[config.mk]
export PLATFORM = sky130hd
export DESIGN_NAME = clock_multimode
export DESIGN_NICKNAME = d
export VERILOG_FILES = /design/src/rtl/clock_pkg.sv /design/src/rtl/clock_prescaler.sv /design/src/rtl/clock_multimode.sv
export SDC_FILE = /design/constraint.sdc
export NUM_CORES = 1
export LEC_CHECK = 0
export CORE_MARGIN = 3
export CORE_UTILIZATION = 50
export CTS_BUF_LIST = sky130_fd_sc_hd__clkbuf_16
export CTS_CLUSTER_SIZE = 12
export DETAILED_ROUTE_END_ITERATION = 16
export GPL_ROUTABILITY_DRIVEN = 0
export PLACE_DENSITY = 0.86
export SYNTH_ARGS = -nofsm -noshare
export SYNTH_HDL_FRONTEND = slang
export SYNTH_SLANG_ARGS = --single-unit
[constraint.sdc]
create_clock -name clk -period 4.17 [get_ports clk]
set_input_delay 0.834 -clock clk [delete_from_list [all_inputs] [get_ports clk]]
set_output_delay 0.834 -clock clk [all_outputs]
set_load 0.01 [all_outputs]
[src/rtl/clock_pkg.sv]
// Purpose: shared widths, limits and FSM state encoding for the clock block.
package clock_pkg;

  localparam int unsigned HOUR_W   = 5;
  localparam int unsigned MIN_W    = 6;
  localparam int unsigned SEC_W    = 6;
  localparam int unsigned HOUR_MAX = 23;
  localparam int unsigned MIN_MAX  = 59;
  localparam int unsigned SEC_MAX  = 59;

  typedef enum logic [1:0] {
    ST_IDLE  = 2'd0,
    ST_RUN   = 2'd1,
    ST_PAUSE = 2'd2,
    ST_LOAD  = 2'd3
  } state_e;

endpackage

[src/rtl/clock_prescaler.sv]
// Purpose: divides clk down to a one-second tick.
// Ports: clk, reset (sync, active-high), en (count enable), clr (force count
//        to 0, wins over en), tick (combinational, high on the last count
//        while enabled).
module clock_prescaler #(
  parameter int unsigned CLK_PER_SEC = 4
) (
  input  logic clk,
  input  logic reset,
  input  logic en,
  input  logic clr,
  output logic tick
);

  localparam int unsigned      CNT_W   = (CLK_PER_SEC > 1) ? $clog2(CLK_PER_SEC) : 1;
  localparam logic [CNT_W-1:0] CNT_MAX = CNT_W'(CLK_PER_SEC - 1);

  logic [CNT_W-1:0] cnt_q;

  assign tick = en && (cnt_q == CNT_MAX);

  always_ff @(posedge clk) begin
    if (reset) begin
      cnt_q <= '0;
    end else if (clr || tick) begin
      cnt_q <= '0;
    end else if (en) begin
      cnt_q <= cnt_q + 1'b1;
    end
  end

endmodule

[src/rtl/clock_multimode.sv]
// Purpose: 24h time-of-day clock with load handshake, 12/24h display and alarm.
// Ports: clk/reset (sync, active-high); run pauses time; load_valid/load_ready
//        handshake writes load_h/m/s (load_err pulses on out-of-range);
//        alarm_h/alarm_m/alarm_arm/alarm_ack drive the sticky alarm_o;
//        hours_o/mins_o/secs_o registered time, disp_hours_o/pm_o
//        combinational display view, sec_pulse_o one pulse per second.
module clock_multimode
  import clock_pkg::*;
#(
  parameter int unsigned CLK_PER_SEC = 4,
  parameter bit          ALARM_EN    = 1'b1
) (
  input  logic              clk,
  input  logic              reset,
  input  logic              run,
  input  logic              mode_12h,
  input  logic              load_valid,
  input  logic [HOUR_W-1:0] load_h,
  input  logic [MIN_W-1:0]  load_m,
  input  logic [SEC_W-1:0]  load_s,
  output logic              load_ready,
  output logic              load_err,
  input  logic [HOUR_W-1:0] alarm_h,
  input  logic [MIN_W-1:0]  alarm_m,
  input  logic              alarm_arm,
  input  logic              alarm_ack,
  output logic [HOUR_W-1:0] hours_o,
  output logic [MIN_W-1:0]  mins_o,
  output logic [SEC_W-1:0]  secs_o,
  output logic [HOUR_W-1:0] disp_hours_o,
  output logic              pm_o,
  output logic              sec_pulse_o,
  output logic              alarm_o
);

  state_e            state_q, ret_q, state_nrm_c;
  logic [HOUR_W-1:0] hours_q, hours_d;
  logic [MIN_W-1:0]  mins_q, mins_d;
  logic [SEC_W-1:0]  secs_q, secs_d;
  logic              load_ready_q, load_err_q, sec_pulse_q, alarm_q;
  logic              tick, load_acc_c, load_ok_c, tick_adv_c, alarm_hit_c;

  assign load_acc_c = load_valid && load_ready_q;
  assign load_ok_c  = (load_h <= HOUR_W'(HOUR_MAX)) && (load_m <= MIN_W'(MIN_MAX)) &&
                      (load_s <= SEC_W'(SEC_MAX));
  // Any accepted load suppresses a coincident tick.
  assign tick_adv_c = tick && !load_acc_c;

  clock_prescaler #(.CLK_PER_SEC(CLK_PER_SEC)) u_prescaler (
    .clk   (clk),
    .reset (reset),
    .en    (run && (state_q != ST_IDLE)),
    .clr   (load_acc_c && load_ok_c),
    .tick  (tick)
  );

  // Next time value: ripple carry seconds -> minutes -> hours, load overrides.
  always_comb begin
    hours_d = hours_q;
    mins_d  = mins_q;
    secs_d  = secs_q;
    if (load_acc_c) begin
      if (load_ok_c) begin
        hours_d = load_h;
        mins_d  = load_m;
        secs_d  = load_s;
      end
    end else if (tick_adv_c) begin
      if (secs_q == SEC_W'(SEC_MAX)) begin
        secs_d = '0;
        if (mins_q == MIN_W'(MIN_MAX)) begin
          mins_d  = '0;
          hours_d = (hours_q == HOUR_W'(HOUR_MAX)) ? '0 : hours_q + 1'b1;
        end else begin
          mins_d = mins_q + 1'b1;
        end
      end else begin
        secs_d = secs_q + 1'b1;
      end
    end
  end

  // Only a tick can land on the alarm minute; out-of-range alarm values never match.
  assign alarm_hit_c = ALARM_EN && tick_adv_c && alarm_arm && (hours_d == alarm_h) &&
                       (mins_d == alarm_m) && (secs_d == '0);

  // Mode-following state, used directly and as the return state after LOAD.
  always_comb begin
    state_nrm_c = state_q;
    case (state_q)
      ST_IDLE:  if (run) state_nrm_c = ST_RUN;
      ST_RUN:   if (!run) state_nrm_c = ST_PAUSE;
      ST_PAUSE: if (run) state_nrm_c = ST_RUN;
      ST_LOAD:  state_nrm_c = ret_q;
      default:  state_nrm_c = ST_IDLE;
    endcase
  end

  always_ff @(posedge clk) begin
    if (reset) begin
      state_q      <= ST_IDLE;
      ret_q        <= ST_IDLE;
      hours_q      <= '0;
      mins_q       <= '0;
      secs_q       <= '0;
      load_ready_q <= 1'b0;
      load_err_q   <= 1'b0;
      sec_pulse_q  <= 1'b0;
      alarm_q      <= 1'b0;
    end else begin
      hours_q     <= hours_d;
      mins_q      <= mins_d;
      secs_q      <= secs_d;
      sec_pulse_q <= tick_adv_c;
      load_err_q  <= load_acc_c && !load_ok_c;
      if (load_acc_c) begin
        state_q      <= ST_LOAD;
        ret_q        <= state_nrm_c;
        load_ready_q <= 1'b0;
      end else begin
        state_q      <= state_nrm_c;
        load_ready_q <= 1'b1;
      end
      // Set has priority over ack / disarm.
      if (!ALARM_EN) begin
        alarm_q <= 1'b0;
      end else if (alarm_hit_c) begin
        alarm_q <= 1'b1;
      end else if (alarm_ack || !alarm_arm) begin
        alarm_q <= 1'b0;
      end
    end
  end

  // Display hour: 0 -> 12, 13..23 -> 1..11 in 12h mode.
  always_comb begin
    disp_hours_o = hours_q;
    pm_o         = 1'b0;
    if (mode_12h) begin
      pm_o = (hours_q >= HOUR_W'(12));
      if (hours_q == '0) begin
        disp_hours_o = HOUR_W'(12);
      end else if (hours_q > HOUR_W'(12)) begin
        disp_hours_o = hours_q - HOUR_W'(12);
      end
    end
  end

  assign hours_o     = hours_q;
  assign mins_o      = mins_q;
  assign secs_o      = secs_q;
  assign load_ready  = load_ready_q;
  assign load_err    = load_err_q;
  assign sec_pulse_o = sec_pulse_q;
  assign alarm_o     = alarm_q;

endmodule

==> impl_metrics.xml, run 1 <==
<?xml version="1.0" encoding="UTF-8"?>
<metrics>
  <group name="worst_setup_path">
    <metric name="worst_path_max_delay_cell" unit="">and4_1</metric>
    <metric name="cp_data_arrival_time" unit="ns">3.67</metric>
    <metric name="timing.critical_path.cells" unit="">clkdlybuf4s50_1, and2_1, and4_1, nor2_1, a222oi_1, and3_1, o2111ai_1, or4_1, o21ai_1</metric>
    <metric name="worst_path_dominant_cell_family" unit="">simple AND/OR/NAND/NOR gates</metric>
    <metric name="criticalPathCategory" unit="">input pin to flip-flop</metric>
    <metric name="kind_of_start_point_of_the_critical_path" unit="">input pin</metric>
    <metric name="reg_to_reg_slack_setup" unit="ns">1.35</metric>
    <metric name="crit_path_max_incr_delay" unit="ns">0.67</metric>
    <metric name="crit_path_end_kind" unit="">flip-flop</metric>
    <metric name="worstPathBufferInverterCount" unit="">1</metric>
    <metric name="crit_path_max_fanout" unit="">17</metric>
    <metric name="cp_data_required_time" unit="ns">4.37</metric>
  </group>
  <group name="synthesis">
    <metric name="synthesized_area_fraction_occupied_by_ao_oa_aoi_and_oai_cells" unit="">0.238</metric>
    <metric name="post_synth_edffs" unit="">0</metric>
    <metric name="ys_async_sr_fraction" unit="">0</metric>
    <metric name="syn_area" unit="µm²">1900</metric>
    <metric name="synthesis.nets" unit="">286</metric>
    <metric name="synth.cells.most_frequent" unit="">29 x nor2_1, 27 x dfxtp_1, 21 x nand2_1, 14 x a21oi_1, 12 x nor3_1</metric>
    <metric name="sequential_fraction_of_the_synthesis_area" unit="">0.284</metric>
    <metric name="synthesized_area_fraction_occupied_by_adder_cells" unit="">0.0526</metric>
    <metric name="synth_largest_area_cell" unit="">dfxtp_1</metric>
    <metric name="synth_cells" unit="">243</metric>
    <metric name="ys_top_cells_by_area" unit="">dfxtp_1 28%, nor2_1 5.7%, ha_1 5.3%</metric>
    <metric name="number_of_distinct_library_cells_after_synthesis" unit="">56</metric>
    <metric name="yosys.area_share.simple" unit="">0.301</metric>
    <metric name="yosys_warnings" unit="">0</metric>
    <metric name="synth-seq-cells" unit="">27</metric>
    <metric name="synth_area_per_cell" unit="µm²">7.84</metric>
    <metric name="synth_top_family_by_area" unit="">simple AND/OR/NAND/NOR gates</metric>
    <metric name="synth_xor_area_frac" unit="">0.0460</metric>
    <metric name="synthDominantCellAreaShare" unit="">0.284</metric>
    <metric name="postSynth.topFlopCell" unit="">dfxtp_1</metric>
    <metric name="synthMostInstantiatedCell" unit="">nor2_1</metric>
    <metric name="yosys-mux-area-fraction" unit="">0.0315</metric>
  </group>
  <group name="global_routing">
    <metric name="grtUsageTotal" unit="">0.262</metric>
    <metric name="first_pass_grt_wire_length" unit="mm">9.28</metric>
    <metric name="grt_pass1_vias" unit="">1984</metric>
    <metric name="grt.met1_usage" unit="">0.350</metric>
    <metric name="grt_overflow" unit="">0</metric>
    <metric name="pin_count_of_the_biggest_net_entering_global_routing" unit="">29</metric>
    <metric name="grt_use_met2" unit="">0.430</metric>
    <metric name="grt_max_usage_layer" unit="">met2</metric>
    <metric name="grt_antenna_before_repair" unit="">0</metric>
    <metric name="grt.met3_usage" unit="">0.0449</metric>
  </group>
  <group name="floorplan">
    <metric name="boundaryPins" unit="">62</metric>
    <metric name="floorplan.die.height" unit="µm">67.7</metric>
    <metric name="std_cell_rows" unit="">21</metric>
    <metric name="initial_utilization" unit="">0.545</metric>
    <metric name="die_width" unit="µm">67.7</metric>
    <metric name="die_area" unit="µm²">4590</metric>
    <metric name="core-area" unit="µm²">3490</metric>
  </group>
  <group name="timing">
    <metric name="max-slew-margin-rel" unit="">0.552</metric>
    <metric name="timing_worst_slew_pin_value" unit="ns">0.656</metric>
    <metric name="grt_setup_unrepaired" unit="">no</metric>
    <metric name="fmax" unit="MHz">288</metric>
    <metric name="totalNegativeSetupSlack" unit="ns">0</metric>
    <metric name="finalSetupViolCount" unit="">0</metric>
    <metric name="slew_viol_final" unit="">0</metric>
    <metric name="post-route-min-period" unit="ns">3.47</metric>
    <metric name="timing.final.hold_violations" unit="">0</metric>
    <metric name="timing.hold.ws" unit="ns">0.461</metric>
    <metric name="final.setup_skew" unit="ns">0.00376</metric>
    <metric name="post-route-period-util" unit="">0.833</metric>
  </group>
  <group name="clock_tree">
    <metric name="gates_resized_cts_repair" unit="">0</metric>
    <metric name="clk_latency" unit="ns">0.27</metric>
    <metric name="max-clock-path-buffers" unit="">2</metric>
    <metric name="postCtsSetupRepairBufs" unit="">0</metric>
    <metric name="cts_buffer_count" unit="">3</metric>
    <metric name="cts.root.buffer_cell" unit="">clkbuf_16</metric>
    <metric name="numClockSinks" unit="">27</metric>
    <metric name="cts_tree" unit="">built</metric>
    <metric name="ctsHtreeMaxLevel" unit="">1</metric>
    <metric name="postCtsHoldBufs" unit="">0</metric>
    <metric name="clock_transition_at_path_regs" unit="ns">0.07</metric>
  </group>
  <group name="pwr">
    <metric name="power_leakage" unit="nW">0.985</metric>
    <metric name="ir_drop" unit="V">0.000269</metric>
    <metric name="power_per_cell_area" unit="nW/µm²">264</metric>
    <metric name="total_power" unit="µW">689</metric>
  </group>
  <group name="placement">
    <metric name="io_buffer_count" unit="">61</metric>
    <metric name="place_hpwl" unit="mm">4.18</metric>
  </group>
  <group name="layout">
    <metric name="nNetsFinal" unit="">343</metric>
    <metric name="regArea" unit="µm²">541</metric>
    <metric name="fraction_of_layout_instances_using_a_drive_strength_above_1" unit="">0.0368</metric>
    <metric name="antenna_cells_inserted" unit="">0</metric>
    <metric name="multi_input_area" unit="µm²">1270</metric>
    <metric name="post-route-util" unit="">0.748</metric>
    <metric name="count_of_fill_cells_added_during_filler_insertion" unit="">260</metric>
    <metric name="syn_to_final_growth" unit="%">37.3</metric>
  </group>
  <group name="run">
    <metric name="drv.max_cap_violation_count" unit="">0</metric>
  </group>
  <group name="drt">
    <metric name="drt_first_pass_iters" unit="">5</metric>
    <metric name="ant_nets" unit="">0</metric>
    <metric name="drt-vias-per-instance" unit="">6.35</metric>
    <metric name="vias" unit="">2192</metric>
    <metric name="post-route-drc-count" unit="">0</metric>
    <metric name="dr.first_iter.drc_count" unit="">223</metric>
    <metric name="finalWirelength" unit="mm">5.72</metric>
    <metric name="avgRoutedWirePerCell" unit="µm">16.6</metric>
  </group>
  <group name="min_path">
    <metric name="hold_path.class" unit="">flip-flop to flip-flop</metric>
  </group>
  <group name="outcome">
    <metric name="result_of_the_run" unit="">complete, no violations</metric>
  </group>
</metrics>
-- metal layers --
layer | vias to the layer above | wire length, µm
met2 | 130 | 2730
li1 | 1031 | -
met1 | 1014 | 2400
met4 | 0 | 82
met3 | 17 | 509
met5 | - | 0
-- through the flow --
step / instances / setup slack (ns) / cell area [µm²]
2_1_floorplan: 243 / 1.41 / 1900
3_3_place_gp: 341 / 0.598 / 2530
3_5_place_dp: 341 / 0.548 / 2530
4_1_cts: 345 / 0.780 / 2620
5_1_grt: 345 / 0.532 / 2620
6_report: 345 / 0.696 / 2620
-- final timing paths --
kind / from / to / cells after the start
setup / recovery: load_valid / alarm_o / 9
hold reg to reg: ret_q[0] / ret_q[0] / 2
hold / removal: ret_q[0] / ret_q[0] / 2
setup reg to reg: u_prescaler.cnt_q[0] / alarm_o / 9
-- placed cells by master (no fill, tap or decap), types with 2 or more instances in the layout --
master           count
nand2_1             21
a21oi_1             14
a21boi_0             2
o2111ai_1            2
nand3_1              8
ha_1                 8
nand4_1              5
xnor2_1              6
buf_4                2
nor2b_1              4
clkdlybuf4s50_1     61
o32ai_1              2
a31oi_1              7
nor2_1              29
o21ai_0              8
nor3b_1              3
or3_1                2
and4_1               3
nand4b_1             2
and3_1               7
dfxtp_1             27
nor3_1              12
a221oi_1             2
xor2_1               4
inv_1               10
a21o_1               3
mux2i_1              6
o31ai_1              3
nor4_1               5
o311ai_0             2
a211oi_1             2
clkbuf_16            3
-- sequential cells by signal (all words and copies together), names as in the netlist --
name               cells
secs_o                 6
load_err               1
load_ready             1
ret_q                  2
state_q                2
hours_o                5
u_prescaler.cnt_q      2
mins_o                 6
sec_pulse_o            1
alarm_o                1
-- power by group --
part | internal, mW | total (mW) | switching, mW
Sequential | 0.270 | 0.291 | 0.0203
Combinational | 0.0937 | 0.172 | 0.0787
Clock | 0.130 | 0.226 | 0.0966
-- worst min-delay path, cell delays in order, from the launching register on --
cell	delay [ns]
dfxtp_1	0.31
nand2_1	0.05
a21oi_1	0.05
-- area by class of cell --
type,count,share of cell area
inverters,10,0.0144
flip-flops and latches,27,0.207
clock inverters,1,0.00191
repair buffers,63,0.239
well taps,46,0.0220
clock buffers,3,0.0287
multi-input cells,195,0.487
-- cell families (layout without fill, tap and decap cells) --
family,after synthesis,in the layout
fa+ha+maj,8,8
buf+inv,21,77
compound gates,63,63
flops,27,27
xor+xnor,10,10
simple gates,108,108
mux,6,6
(Power assumes the default switching activity.)
==> run 2, diff against run 1 <==
CORE_UTILIZATION = 46   (was 50)
PLACE_DENSITY = 0.8   (was 0.86)
clock period = 3.2 ns   (was 4.17 ns; I/O delays follow)
==> impl_metrics.xml, run 2 (synthesis results as in run 1) <==
<?xml version="1.0" encoding="UTF-8"?>
<metrics>
  <group name="drt">
    <metric name="avgRoutedWirePerCell" unit="µm">16.1</metric>
    <metric name="vias" unit="">2189</metric>
    <metric name="post-route-drc-count" unit="">0</metric>
    <metric name="drt_first_pass_iters" unit="">4</metric>
    <metric name="dr.first_iter.drc_count" unit="">151</metric>
    <metric name="ant_nets" unit="">0</metric>
    <metric name="drt-vias-per-instance" unit="">6.10</metric>
    <metric name="finalWirelength" unit="mm">5.79</metric>
  </group>
  <group name="global_routing">
    <metric name="grt_pass1_vias" unit="">2128</metric>
    <metric name="grt_antenna_before_repair" unit="">0</metric>
    <metric name="pin_count_of_the_biggest_net_entering_global_routing" unit="">28</metric>
    <metric name="grtUsageTotal" unit="">0.238</metric>
    <metric name="grt_overflow" unit="">0</metric>
    <metric name="first_pass_grt_wire_length" unit="mm">9.74</metric>
  </group>
  <group name="placement">
    <metric name="place_hpwl" unit="mm">4.48</metric>
    <metric name="io_buffer_count" unit="">61</metric>
  </group>
  <group name="outcome">
    <metric name="result_of_the_run" unit="">complete, no violations</metric>
  </group>
  <group name="worst_setup_path">
    <metric name="cp_data_arrival_time" unit="ns">2.28</metric>
    <metric name="crit_path_max_fanout" unit="">4</metric>
    <metric name="crit_path_end_kind" unit="">primary output</metric>
    <metric name="crit_path_max_incr_delay" unit="ns">0.57</metric>
    <metric name="timing.critical_path.cells" unit="">clkdlybuf4s50_1, inv_1, nor2_1, nand2_1, o31ai_1, clkdlybuf4s50_1</metric>
    <metric name="worstPathBufferInverterCount" unit="">3</metric>
    <metric name="criticalPathCategory" unit="">input pin to primary output</metric>
    <metric name="r2r_start" unit="">u_prescaler.cnt_q[0]</metric>
    <metric name="kind_of_start_point_of_the_critical_path" unit="">input pin</metric>
    <metric name="critical_path_startpoint" unit="">mode_12h</metric>
    <metric name="cp_data_required_time" unit="ns">2.56</metric>
    <metric name="worst_path_dominant_cell_family" unit="">buffers and inverters</metric>
    <metric name="most_frequent_cell_on_critical_path" unit="">clkdlybuf4s50_1</metric>
    <metric name="worst_path_max_delay_cell" unit="">clkdlybuf4s50_1</metric>
  </group>
  <group name="clock_tree">
    <metric name="cts_tree" unit="">built</metric>
    <metric name="postCtsHoldBufs" unit="">0</metric>
    <metric name="ctsHtreeMaxLevel" unit="">1</metric>
    <metric name="gates_resized_cts_repair" unit="">0</metric>
    <metric name="cts.root.buffer_cell" unit="">clkbuf_16</metric>
    <metric name="clock_transition_at_path_regs" unit="ns">0.07</metric>
    <metric name="postCtsSetupRepairBufs" unit="">0</metric>
    <metric name="numClockSinks" unit="">27</metric>
    <metric name="cts_buffer_count" unit="">3</metric>
    <metric name="max-clock-path-buffers" unit="">2</metric>
    <metric name="clk_latency" unit="ns">0.27</metric>
  </group>
  <group name="timing">
    <metric name="totalNegativeSetupSlack" unit="ns">0</metric>
    <metric name="post-route-period-util" unit="">0.912</metric>
    <metric name="grt_setup_unrepaired" unit="">no</metric>
    <metric name="timing.hold.ws" unit="ns">0.466</metric>
    <metric name="fmax" unit="MHz">343</metric>
    <metric name="slew_viol_final" unit="">0</metric>
    <metric name="finalSetupViolCount" unit="">0</metric>
    <metric name="timing.final.hold_violations" unit="">0</metric>
    <metric name="timing_worst_slew_pin_value" unit="ns">0.699</metric>
    <metric name="max-slew-margin-rel" unit="">0.522</metric>
    <metric name="final.setup_skew" unit="ns">0.00837</metric>
    <metric name="post-route-min-period" unit="ns">2.92</metric>
  </group>
  <group name="layout">
    <metric name="antenna_cells_inserted" unit="">0</metric>
    <metric name="count_of_fill_cells_added_during_filler_insertion" unit="">333</metric>
    <metric name="post-route-util" unit="">0.708</metric>
    <metric name="layout_commonest_cell" unit="">clkdlybuf4s50_1</metric>
    <metric name="highest_count_cells_in_the_layout_ignoring_fill_and_taps" unit="">61 x clkdlybuf4s50_1, 29 x nor2_1, 27 x dfxtp_1</metric>
    <metric name="syn_to_final_growth" unit="%">42.3</metric>
    <metric name="nNetsFinal" unit="">355</metric>
    <metric name="fraction_of_layout_instances_using_a_drive_strength_above_1" unit="">0.0740</metric>
    <metric name="multi_input_area" unit="µm²">1270</metric>
    <metric name="regArea" unit="µm²">541</metric>
  </group>
  <group name="floorplan">
    <metric name="initial_utilization" unit="">0.498</metric>
    <metric name="die_width" unit="µm">70.3</metric>
    <metric name="floorplan.die.height" unit="µm">70.3</metric>
    <metric name="die_area" unit="µm²">4950</metric>
    <metric name="core-area" unit="µm²">3830</metric>
    <metric name="std_cell_rows" unit="">22</metric>
    <metric name="boundaryPins" unit="">62</metric>
  </group>
  <group name="min_path">
    <metric name="hold_path.class" unit="">flip-flop to flip-flop</metric>
    <metric name="hold_path.startpoint" unit="">ret_q[0]</metric>
  </group>
  <group name="pwr">
    <metric name="power_leakage" unit="nW">1.04</metric>
    <metric name="ir_drop" unit="V">0.000435</metric>
    <metric name="power_per_cell_area" unit="nW/µm²">333</metric>
  </group>
  <group name="run">
    <metric name="drv.max_cap_violation_count" unit="">0</metric>
  </group>
</metrics>
run 2: final cells by class:
| type | instances | area share |
|---|---|---|
| inverters | 10 | 0.0139 |
| clock inverters | 1 | 0.00277 |
| repair buffers | 75 | 0.264 |
| flip-flops and latches | 27 | 0.199 |
| well taps | 48 | 0.0222 |
| clock buffers | 3 | 0.0277 |
| multi-input cells | 195 | 0.470 |
run 2: report_power, final:
part | internal [mW] | leakage [nW] | switching [mW]
Clock | 0.170 | 0.0371 | 0.124
Sequential | 0.352 | 0.221 | 0.0255
Combinational | 0.129 | 0.781 | 0.102
run 2: path summary, 6_finish.rpt:
kind                     end  cells after the start  slack, ns
max          disp_hours_o[4]                      6       0.28
min                 ret_q[0]                      2       0.47
max reg2reg          alarm_o                      9       0.51
min reg2reg         ret_q[0]                      2       0.47
run 2: through the flow:
stage	area (µm²)	power, mW	std cells	setup slack, ns
after global placement	2630	0.612	355	0.138
after floorplan	1900	0.494	243	0.630
after global routing	2710	0.948	359	0.131
after CTS	2710	0.908	359	0.277
final	2710	0.904	359	0.283
after detailed placement	2630	0.615	355	0.0698
run 2: layer usage:
layer	global-route usage	wire (µm)	share of wire
met1	0.301	2400	0.41
met2	0.404	2770	0.48
met3	0.0446	494	0.085
met4	0.0745	133	0.023
met5	0	0	0
run 2: worst min-delay path, delay by kind of cell, from the launching register on:
family	cells	cell delay, ns
compound gates	1	0.05
flops	1	0.32
simple gates	1	0.05
